## config.mk

```make
export PLATFORM = sky130hd
export DESIGN_NAME = pc_sequencer
export DESIGN_NICKNAME = d
export VERILOG_FILES = /design/src/rtl/pc_seq_pkg.sv /design/src/rtl/pc_ras.sv /design/src/rtl/pc_sequencer.sv
export SDC_FILE = /design/constraint.sdc
export NUM_CORES = 1
export LEC_CHECK = 0
export ABC_CLOCK_PERIOD_IN_PS = 4370
export BUFFER_PORTS_ARGS = -buffer_cell sky130_fd_sc_hd__buf_2
export CORE_ASPECT_RATIO = 0.8
export CORE_UTILIZATION = 52
export CTS_CLUSTER_DIAMETER = 100
export DETAILED_ROUTE_END_ITERATION = 6
export HOLD_SLACK_MARGIN = 0.08
export PLACE_DENSITY = 0.79
export SLEW_MARGIN = 20
export SYNTH_ARGS = -nofsm -noshare
export SYNTH_HDL_FRONTEND = slang
export SYNTH_SLANG_ARGS = --single-unit
```

## constraint.sdc

```tcl
create_clock -name clk -period 4.37 [get_ports clk]
set_clock_uncertainty 0.05 [all_clocks]
set_input_delay 0.437 -clock clk [delete_from_list [all_inputs] [get_ports clk]]
set_output_delay 0.437 -clock clk [all_outputs]
set_load 0.05 [all_outputs]
```

## src/rtl/pc_seq_pkg.sv

```systemverilog
`default_nettype none
// ============================================================================
// Module      : pc_seq_pkg
// Description : Shared encodings for the program-counter sequencer: jump
//               source selects and FSM state codes.
// Revision    : 1.0 - initial release
// ============================================================================
package pc_seq_pkg;

    // Next-PC source select (jmp_sel); codes 6 and 7 fall back to sequential.
    localparam logic [2:0] JMP_SEQ  = 3'd0;
    localparam logic [2:0] JMP_REG  = 3'd1;
    localparam logic [2:0] JMP_ABS  = 3'd2;
    localparam logic [2:0] JMP_REL  = 3'd3;
    localparam logic [2:0] JMP_CALL = 3'd4;
    localparam logic [2:0] JMP_RET  = 3'd5;

    // Sequencer phase encoding.
    localparam int         ST_W    = 2;
    localparam logic [1:0] ST_IDLE = 2'd0;
    localparam logic [1:0] ST_LOAD = 2'd1;
    localparam logic [1:0] ST_RUN  = 2'd2;

endpackage
`default_nettype wire

```

## src/rtl/pc_ras.sv

```systemverilog
`default_nettype none
// ============================================================================
// Module      : pc_ras
// Description : Circular return-address stack. Pushing into a full stack
//               overwrites the oldest entry; popping an empty stack is a
//               no-op. Both corner cases raise a one-cycle strobe.
// Ports       : clk, rst        - clock, synchronous active-high reset
//               push, push_data - write push_data as the new top
//               pop             - discard the current top
//               top             - current top entry (valid when !empty)
//               empty, full     - occupancy status
//               ovf, unf        - push-while-full / pop-while-empty strobes
// Revision    : 1.0 - initial release
// ============================================================================
module pc_ras #(
    parameter int DEPTH = 4,
    parameter int W     = 32
) (
    input  logic         clk,
    input  logic         rst,
    input  logic         push,
    input  logic [W-1:0] push_data,
    input  logic         pop,
    output logic [W-1:0] top,
    output logic         empty,
    output logic         full,
    output logic         ovf,
    output logic         unf
);

    localparam int PTR_W = (DEPTH > 1) ? $clog2(DEPTH) : 1;
    localparam int CNT_W = $clog2(DEPTH + 1);

    localparam logic [PTR_W-1:0] c_last_idx = PTR_W'(DEPTH - 1);
    localparam logic [CNT_W-1:0] c_full_cnt = CNT_W'(DEPTH);
    localparam logic [CNT_W-1:0] c_cnt_one  = CNT_W'(1);
    localparam logic [PTR_W-1:0] c_ptr_one  = PTR_W'(1);

    logic [W-1:0]     r_mem [DEPTH];
    logic [PTR_W-1:0] r_ptr;      // next slot to write
    logic [CNT_W-1:0] r_cnt;      // live entries, saturates at DEPTH
    logic [PTR_W-1:0] w_top_idx;
    logic [PTR_W-1:0] w_ptr_inc;

    // Top sits one slot behind the write pointer, wrapping at DEPTH
    // (DEPTH need not be a power of two).
    assign w_top_idx = (r_ptr == '0) ? c_last_idx : (r_ptr - c_ptr_one);
    assign w_ptr_inc = (r_ptr == c_last_idx) ? '0 : (r_ptr + c_ptr_one);

    assign top   = r_mem[w_top_idx];
    assign empty = (r_cnt == '0);
    assign full  = (r_cnt == c_full_cnt);
    assign ovf   = push && full;
    assign unf   = pop && !push && empty;

    always_ff @(posedge clk) begin
        if (rst) begin
            r_ptr <= '0;
            r_cnt <= '0;
            for (int i = 0; i < DEPTH; i++) begin
                r_mem[i] <= '0;
            end
        end else if (push) begin
            // When full, the write slot holds the oldest entry, so the
            // overwrite drops it and the count stays saturated.
            r_mem[r_ptr] <= push_data;
            r_ptr        <= w_ptr_inc;
            if (!full) begin
                r_cnt <= r_cnt + c_cnt_one;
            end
        end else if (pop && !empty) begin
            r_ptr <= w_top_idx;
            r_cnt <= r_cnt - c_cnt_one;
        end
    end

endmodule
`default_nettype wire

```

## src/rtl/pc_sequencer.sv

```systemverilog
`default_nettype none
// ============================================================================
// Module      : pc_sequencer
// Description : Fetch-stage program-counter sequencer. LOAD phase steps the
//               instruction-memory download address; RUN phase selects the
//               next PC from sequential, register, absolute, PC-relative,
//               call and return sources, with fetch stall, branch-condition
//               gate and a return-address stack.
// Ports       : clk, rst                        - clock, sync active-high reset
//               load_start, load_count          - begin a download of N words
//               load_valid, load_addr, load_busy- download beat handshake
//               stall, jmp_sel, cond_ok         - RUN-phase control
//               rs, abs_add, rel_add            - jump target operands
//               pc_out, fetch_en                - current fetch PC / enable
//               ret_addr                        - link value of last CALL
//               ras_ovf, ras_unf                - sticky stack error flags
// Revision    : 1.0 - initial release
// ============================================================================
module pc_sequencer
    import pc_seq_pkg::*;
#(
    parameter int                PC_W      = 32,
    parameter int                ABS_W     = 26,
    parameter int                REL_W     = 21,
    parameter int                RAS_DEPTH = 4,
    parameter logic [PC_W-1:0]   RESET_VEC = '0
) (
    input  logic              clk,
    input  logic              rst,
    input  logic              load_start,
    input  logic [PC_W-1:0]   load_count,
    input  logic              load_valid,
    output logic [PC_W-1:0]   load_addr,
    output logic              load_busy,
    input  logic              stall,
    input  logic [2:0]        jmp_sel,
    input  logic              cond_ok,
    input  logic [PC_W-1:0]   rs,
    input  logic [ABS_W-1:0]  abs_add,
    input  logic [REL_W-1:0]  rel_add,
    output logic [PC_W-1:0]   pc_out,
    output logic              fetch_en,
    output logic [PC_W-1:0]   ret_addr,
    output logic              ras_ovf,
    output logic              ras_unf
);

    localparam logic [PC_W-1:0] c_one = PC_W'(1);

    logic [ST_W-1:0] r_state;
    logic [PC_W-1:0] r_pc;
    logic [PC_W-1:0] r_load_addr;
    logic [PC_W-1:0] r_remaining;
    logic [PC_W-1:0] r_ret_addr;
    logic            r_ras_ovf;
    logic            r_ras_unf;

    logic [PC_W-1:0] w_inc;
    logic [PC_W-1:0] w_abs_tgt;
    logic [PC_W-1:0] w_rel_sext;
    logic [PC_W-1:0] w_next_pc;
    logic [2:0]      w_eff_sel;
    logic            w_active;
    logic            w_do_call;
    logic            w_do_ret;
    logic [PC_W-1:0] w_ras_top;
    logic            w_ras_empty;
    logic            w_ras_full;
    logic            w_ras_ovf;
    logic            w_ras_unf;

    // ------------------------------------------------------------------
    // Next-PC datapath
    // ------------------------------------------------------------------
    assign w_inc      = r_pc + c_one;
    assign w_abs_tgt  = {w_inc[PC_W-1:ABS_W], abs_add};
    assign w_rel_sext = {{(PC_W-REL_W){rel_add[REL_W-1]}}, rel_add};

    // A failed condition degrades every redirect, including CALL/RET,
    // to a plain sequential step so the stack is never touched.
    assign w_eff_sel = cond_ok ? jmp_sel : JMP_SEQ;
    assign w_active  = (r_state == ST_RUN) && !stall;
    assign w_do_call = w_active && (w_eff_sel == JMP_CALL);
    assign w_do_ret  = w_active && (w_eff_sel == JMP_RET);

    always_comb begin
        w_next_pc = w_inc;
        case (w_eff_sel)
            JMP_REG:           w_next_pc = rs;
            JMP_ABS, JMP_CALL: w_next_pc = w_abs_tgt;
            JMP_REL:           w_next_pc = w_inc + w_rel_sext;
            JMP_RET:           w_next_pc = w_ras_empty ? w_inc : w_ras_top;
            default:           w_next_pc = w_inc;
        endcase
    end

    pc_ras #(
        .DEPTH (RAS_DEPTH),
        .W     (PC_W)
    ) u_ras (
        .clk       (clk),
        .rst       (rst),
        .push      (w_do_call),
        .push_data (w_inc),
        .pop       (w_do_ret),
        .top       (w_ras_top),
        .empty     (w_ras_empty),
        .full      (w_ras_full),
        .ovf       (w_ras_ovf),
        .unf       (w_ras_unf)
    );

    // ------------------------------------------------------------------
    // Phase FSM and registered outputs
    // ------------------------------------------------------------------
    always_ff @(posedge clk) begin
        if (rst) begin
            r_state     <= ST_IDLE;
            r_pc        <= RESET_VEC;
            r_load_addr <= '0;
            r_remaining <= '0;
            r_ret_addr  <= '0;
            r_ras_ovf   <= 1'b0;
            r_ras_unf   <= 1'b0;
        end else begin
            case (r_state)
                ST_IDLE: begin
                    if (load_start) begin
                        if (load_count == '0) begin
                            r_state <= ST_RUN;
                            r_pc    <= RESET_VEC;
                        end else begin
                            r_state     <= ST_LOAD;
                            r_remaining <= load_count;
                        end
                    end
                end
                ST_LOAD: begin
                    if (load_valid) begin
                        r_load_addr <= r_load_addr + c_one;
                        r_remaining <= r_remaining - c_one;
                        if (r_remaining == c_one) begin
                            r_state <= ST_RUN;
                            r_pc    <= RESET_VEC;
                        end
                    end
                end
                ST_RUN: begin
                    if (!stall) begin
                        r_pc <= w_next_pc;
                        if (w_do_call) begin
                            r_ret_addr <= w_inc;
                        end
                    end
                end
                default: r_state <= ST_IDLE;
            endcase

            if (w_ras_ovf) begin
                r_ras_ovf <= 1'b1;
            end
            if (w_ras_unf) begin
                r_ras_unf <= 1'b1;
            end
        end
    end

    assign pc_out    = r_pc;
    assign load_addr = r_load_addr;
    assign load_busy = (r_state == ST_LOAD);
    // Stall must gate fetch in the same cycle, so it bypasses the register.
    assign fetch_en  = (r_state == ST_RUN) && !stall;
    assign ret_addr  = r_ret_addr;
    assign ras_ovf   = r_ras_ovf;
    assign ras_unf   = r_ras_unf;

    // w_ras_full is kept for observability of the stack occupancy.
    logic w_unused;
    assign w_unused = w_ras_full;

endmodule
`default_nettype wire

```

==> run summary <==
status: finished, final reports clean
row cnt: 54
cell-by-cell listing of the critical path: ha_1 > nand3_2 > nor3_2 > buf_4 > nand3_1 > nor3_1 > xnor2_1 > inv_1 > ha_1 > and3_1 > nor2b_1 > a211oi_1 > o21ai_0 > a2111o_1 > nand3_1
Hold Crit Start: load_valid
slack of the critical path: 0.1909 ns
CP max stage cell: dfxtp_1
GPL Wtd Cong: 1.065
CORE AREA: 27,630 sq um
Synth Register Bits: 265
hold slack: 0.1737 ns
Post-synth EDFFs: 128
Final ANT Viol Nets: 0
# H-tree levels: 1
Initial DRT Pass Iterations: 6
Post-Place Setup Slack: 0.2090 ns
Final Power: 6.093 mW
Max-slew headroom: 23.66%
CTS Buffer Depth: 3
worst hold endpoint: load_addr[1]
Area growth, synth to finish: 18.31%
P_int: 4.421 mW
Post-synth ARST share: 0%
Synth Area per Inst: 9.356 sq um
port bufs: 219
Synth Area in Adders: 3.905%
vias in the first global route: 13,110
Comb power frac: 13.7%
DRT iter0 DRCs: 1,739
commonest non-fill, non-tap cells in the layout: nor2_1 (253), buf_2 (219), dfxtp_1 (137)
final period utilization: 95.63%
final max-slew violation count: 0
Final Util: 63.37%
largest net degree at the start of global routing: 79
share of layout cells above drive strength 1: 21.84%
LEAKAGE: 7.434 nW
most common cell after layout, fill and taps aside: nor2_1
largest family of logic cells by synthesized area: simple AND/OR/NAND/NOR gates
Max-cap violations: 0
unrepaired setup endpoints after global routing: no
DIE AREA: 29,150 sq um
PwrDens: 347.9 nW/um^2
Mapped Area: 14,800 sq um
post-layout min period: 4.179 ns
CTS tree: done
sw power: 1.672 mW
Syn. warnings: 0
critical path fanouts, max: 7
grt ovf: 0
Synth Area in Compound Gates: 18.85%
drt drc: 0
hold depth: 3
portion of netlist area occupied by mux cells: 5.004%
Root Buffer: clkbuf_16
Netlist cell types: 78
Final HPWL DP: 35,010 microns
TritonCTS Sinks: 265
crit path DAT: 4.64 ns
cells after synthesis: 1,582
FF-to-FF End: pc_out[31]
FILL cells: 2,293
GRT Total Usage: 32.54%
simple-gate share of the synthesized area: 19.25%
clock power share: 40.9%
switching share of power: 27.44%
final setup vio count: 0
nets@finish: 1,971
vias per cell: 6.294
final hold viol count: 0
R2R Path Start: pc_out[1]
Initial Util: 53.56%
Max Fclk: 0.2393 GHz
number of buffers created by CTS: 27
post-synth net total: 1,747
prevailing post-synth register cell: dfxtp_1
via count: 13,800
Setup TNS: 0 ns
worst slew pin tran: 1.137 ns
Crit path required time: 4.83 ns
IO Count: 220
Clock Pin Slew Worst Setup and Hold Paths: 0.07 ns
post-synthesis xor/xnor area fraction: 4.725%
setup slack, reg-to-reg: 0.19 ns
clk_lat worst skew: 0.56 ns
chip width: 190.6 microns
post-detailed-route wirelength per cell: 21.91 microns
post-synthesis sequential area ratio: 44.50%
Reg power frac: 45.4%
CP Capture Type: flip-flop
FF-to-FF path depth: 15
Total Routed Length: 48,040 microns
antenna violations before repair: 1
Critical Path Max Stage Delay: 0.43 ns
Die H: 152.9 microns
HP Class: primary input to flip-flop
first-pass GRT wire length: 73,760 microns
Max rail drop VDD: 0.2895 mV
CP Class: flip-flop to flip-flop
critical path startpoint category: flip-flop
cells by family (layout without fill, tap and decap cells):
logic type	count (synthesis)	in the layout
flops	265	265
buf+inv	142	387
simple gates	595	595
compound gates	422	422
mux	34	34
fa+ha+maj	45	45
other cells	0	1
xor+xnor	79	79
critical path, delay by kind of cell (launching register included):
kind,cells,cell delay (ns)
simple gates,7,1.55
buf+inv,2,0.29
flops,1,0.43
xor+xnor,1,0.34
fa+ha+maj,2,0.65
compound gates,3,0.80
through the flow:
step | std cells | area [sq um]
after floorplan | 1582 | 14800
after detailed placement | 2139 | 16520
after global routing | 2192 | 17510
after CTS | 2189 | 17470
final | 2192 | 17510
after global placement | 2139 | 16520
flip-flops by register name, summed over array words and instances (netlist names), 2 cells and up:
register / cells
u_ras.r_cnt: 3
ret_addr: 32
r_remaining: 32
load_addr: 32
r_state: 2
u_ras.r_mem: 128
pc_out: 32
u_ras.r_ptr: 2
worst max path at each step:
stage                from                 to  slack (ns)  cells after the start
3_3_place_gp    pc_out[1]         pc_out[30]        0.32                     16
2_1_floorplan  r_state[0]  u_ras.r_mem[3][0]        0.02                      6
5_1_grt         pc_out[1]         pc_out[25]       0.005                     15
4_1_cts         pc_out[0]         pc_out[30]        0.15                     16
6_report        pc_out[1]         pc_out[31]        0.19                     15
3_5_place_dp    pc_out[1]         pc_out[30]        0.21                     16
per-layer routing:
layer	GRT usage (%)	share of wire (%)
met3	10.08	13
met2	48.68	43
met5	0	0
met4	9.638	3.0
met1	45.10	41
final cells by class:
type	count	area, sq um	area share (%)
inverter	56	210.2	1.200
sequential	265	6586	37.61
clock buffer	29	683.2	3.901
multi-input combinational	1175	7722	44.10
timing repair buffer	281	1587	9.060
antenna	1	2.502	0.01429
clock inverter	21	265.3	1.515
tap	364	455.4	2.601
power by group through the flow:
| stage | clock network [mW] | registers (mW) | logic (mW) |
|---|---|---|---|
| 3_3_place_gp | 0 | 2.81 | 0.799 |
| 5_1_grt | 2.61 | 2.77 | 0.904 |
| 4_1_cts | 2.52 | 2.76 | 0.817 |
| 6_report | 2.49 | 2.77 | 0.835 |
| 2_1_floorplan | 0 | 2.82 | 0.530 |
| 3_5_place_dp | 0 | 2.82 | 0.813 |
synth_stat cells, types with 12 or more instances:
library cell | n | area [sq um]
nand2_1 | 133 | 499.2
a21oi_1 | 108 | 540.5
and4_1 | 13 | 113.9
a22oi_1 | 21 | 157.7
a211oi_1 | 22 | 165.2
xnor2_1 | 38 | 332.8
clkbuf_1 | 60 | 225.2
edfxtp_1 | 128 | 3844
nand4_1 | 15 | 93.84
a221oi_1 | 27 | 236.5
a221o_1 | 13 | 130.1
buf_2 | 19 | 95.09
dfxtp_1 | 137 | 2743
nor3_1 | 27 | 135.1
o21ai_0 | 85 | 425.4
mux4_2 | 32 | 720.7
and3_1 | 19 | 118.9
o22ai_1 | 12 | 75.07
a21o_1 | 56 | 420.4
nand3_1 | 43 | 215.2
nor2_1 | 255 | 957.2
nor4_1 | 17 | 106.4
inv_1 | 56 | 210.2
ha_1 | 43 | 538.0
nand2b_1 | 12 | 75.07
xor2_1 | 40 | 350.3
what timing repair did:
| action | in CTS | in global routing |
|---|---|---|
| hold buffers | 0 | 0 |
| gates resized for setup | 0 | 9 |
| setup buffers | 0 | 2 |
| endpoints found under the setup margin | 0 | 14 |
(Power assumes the default switching activity.)
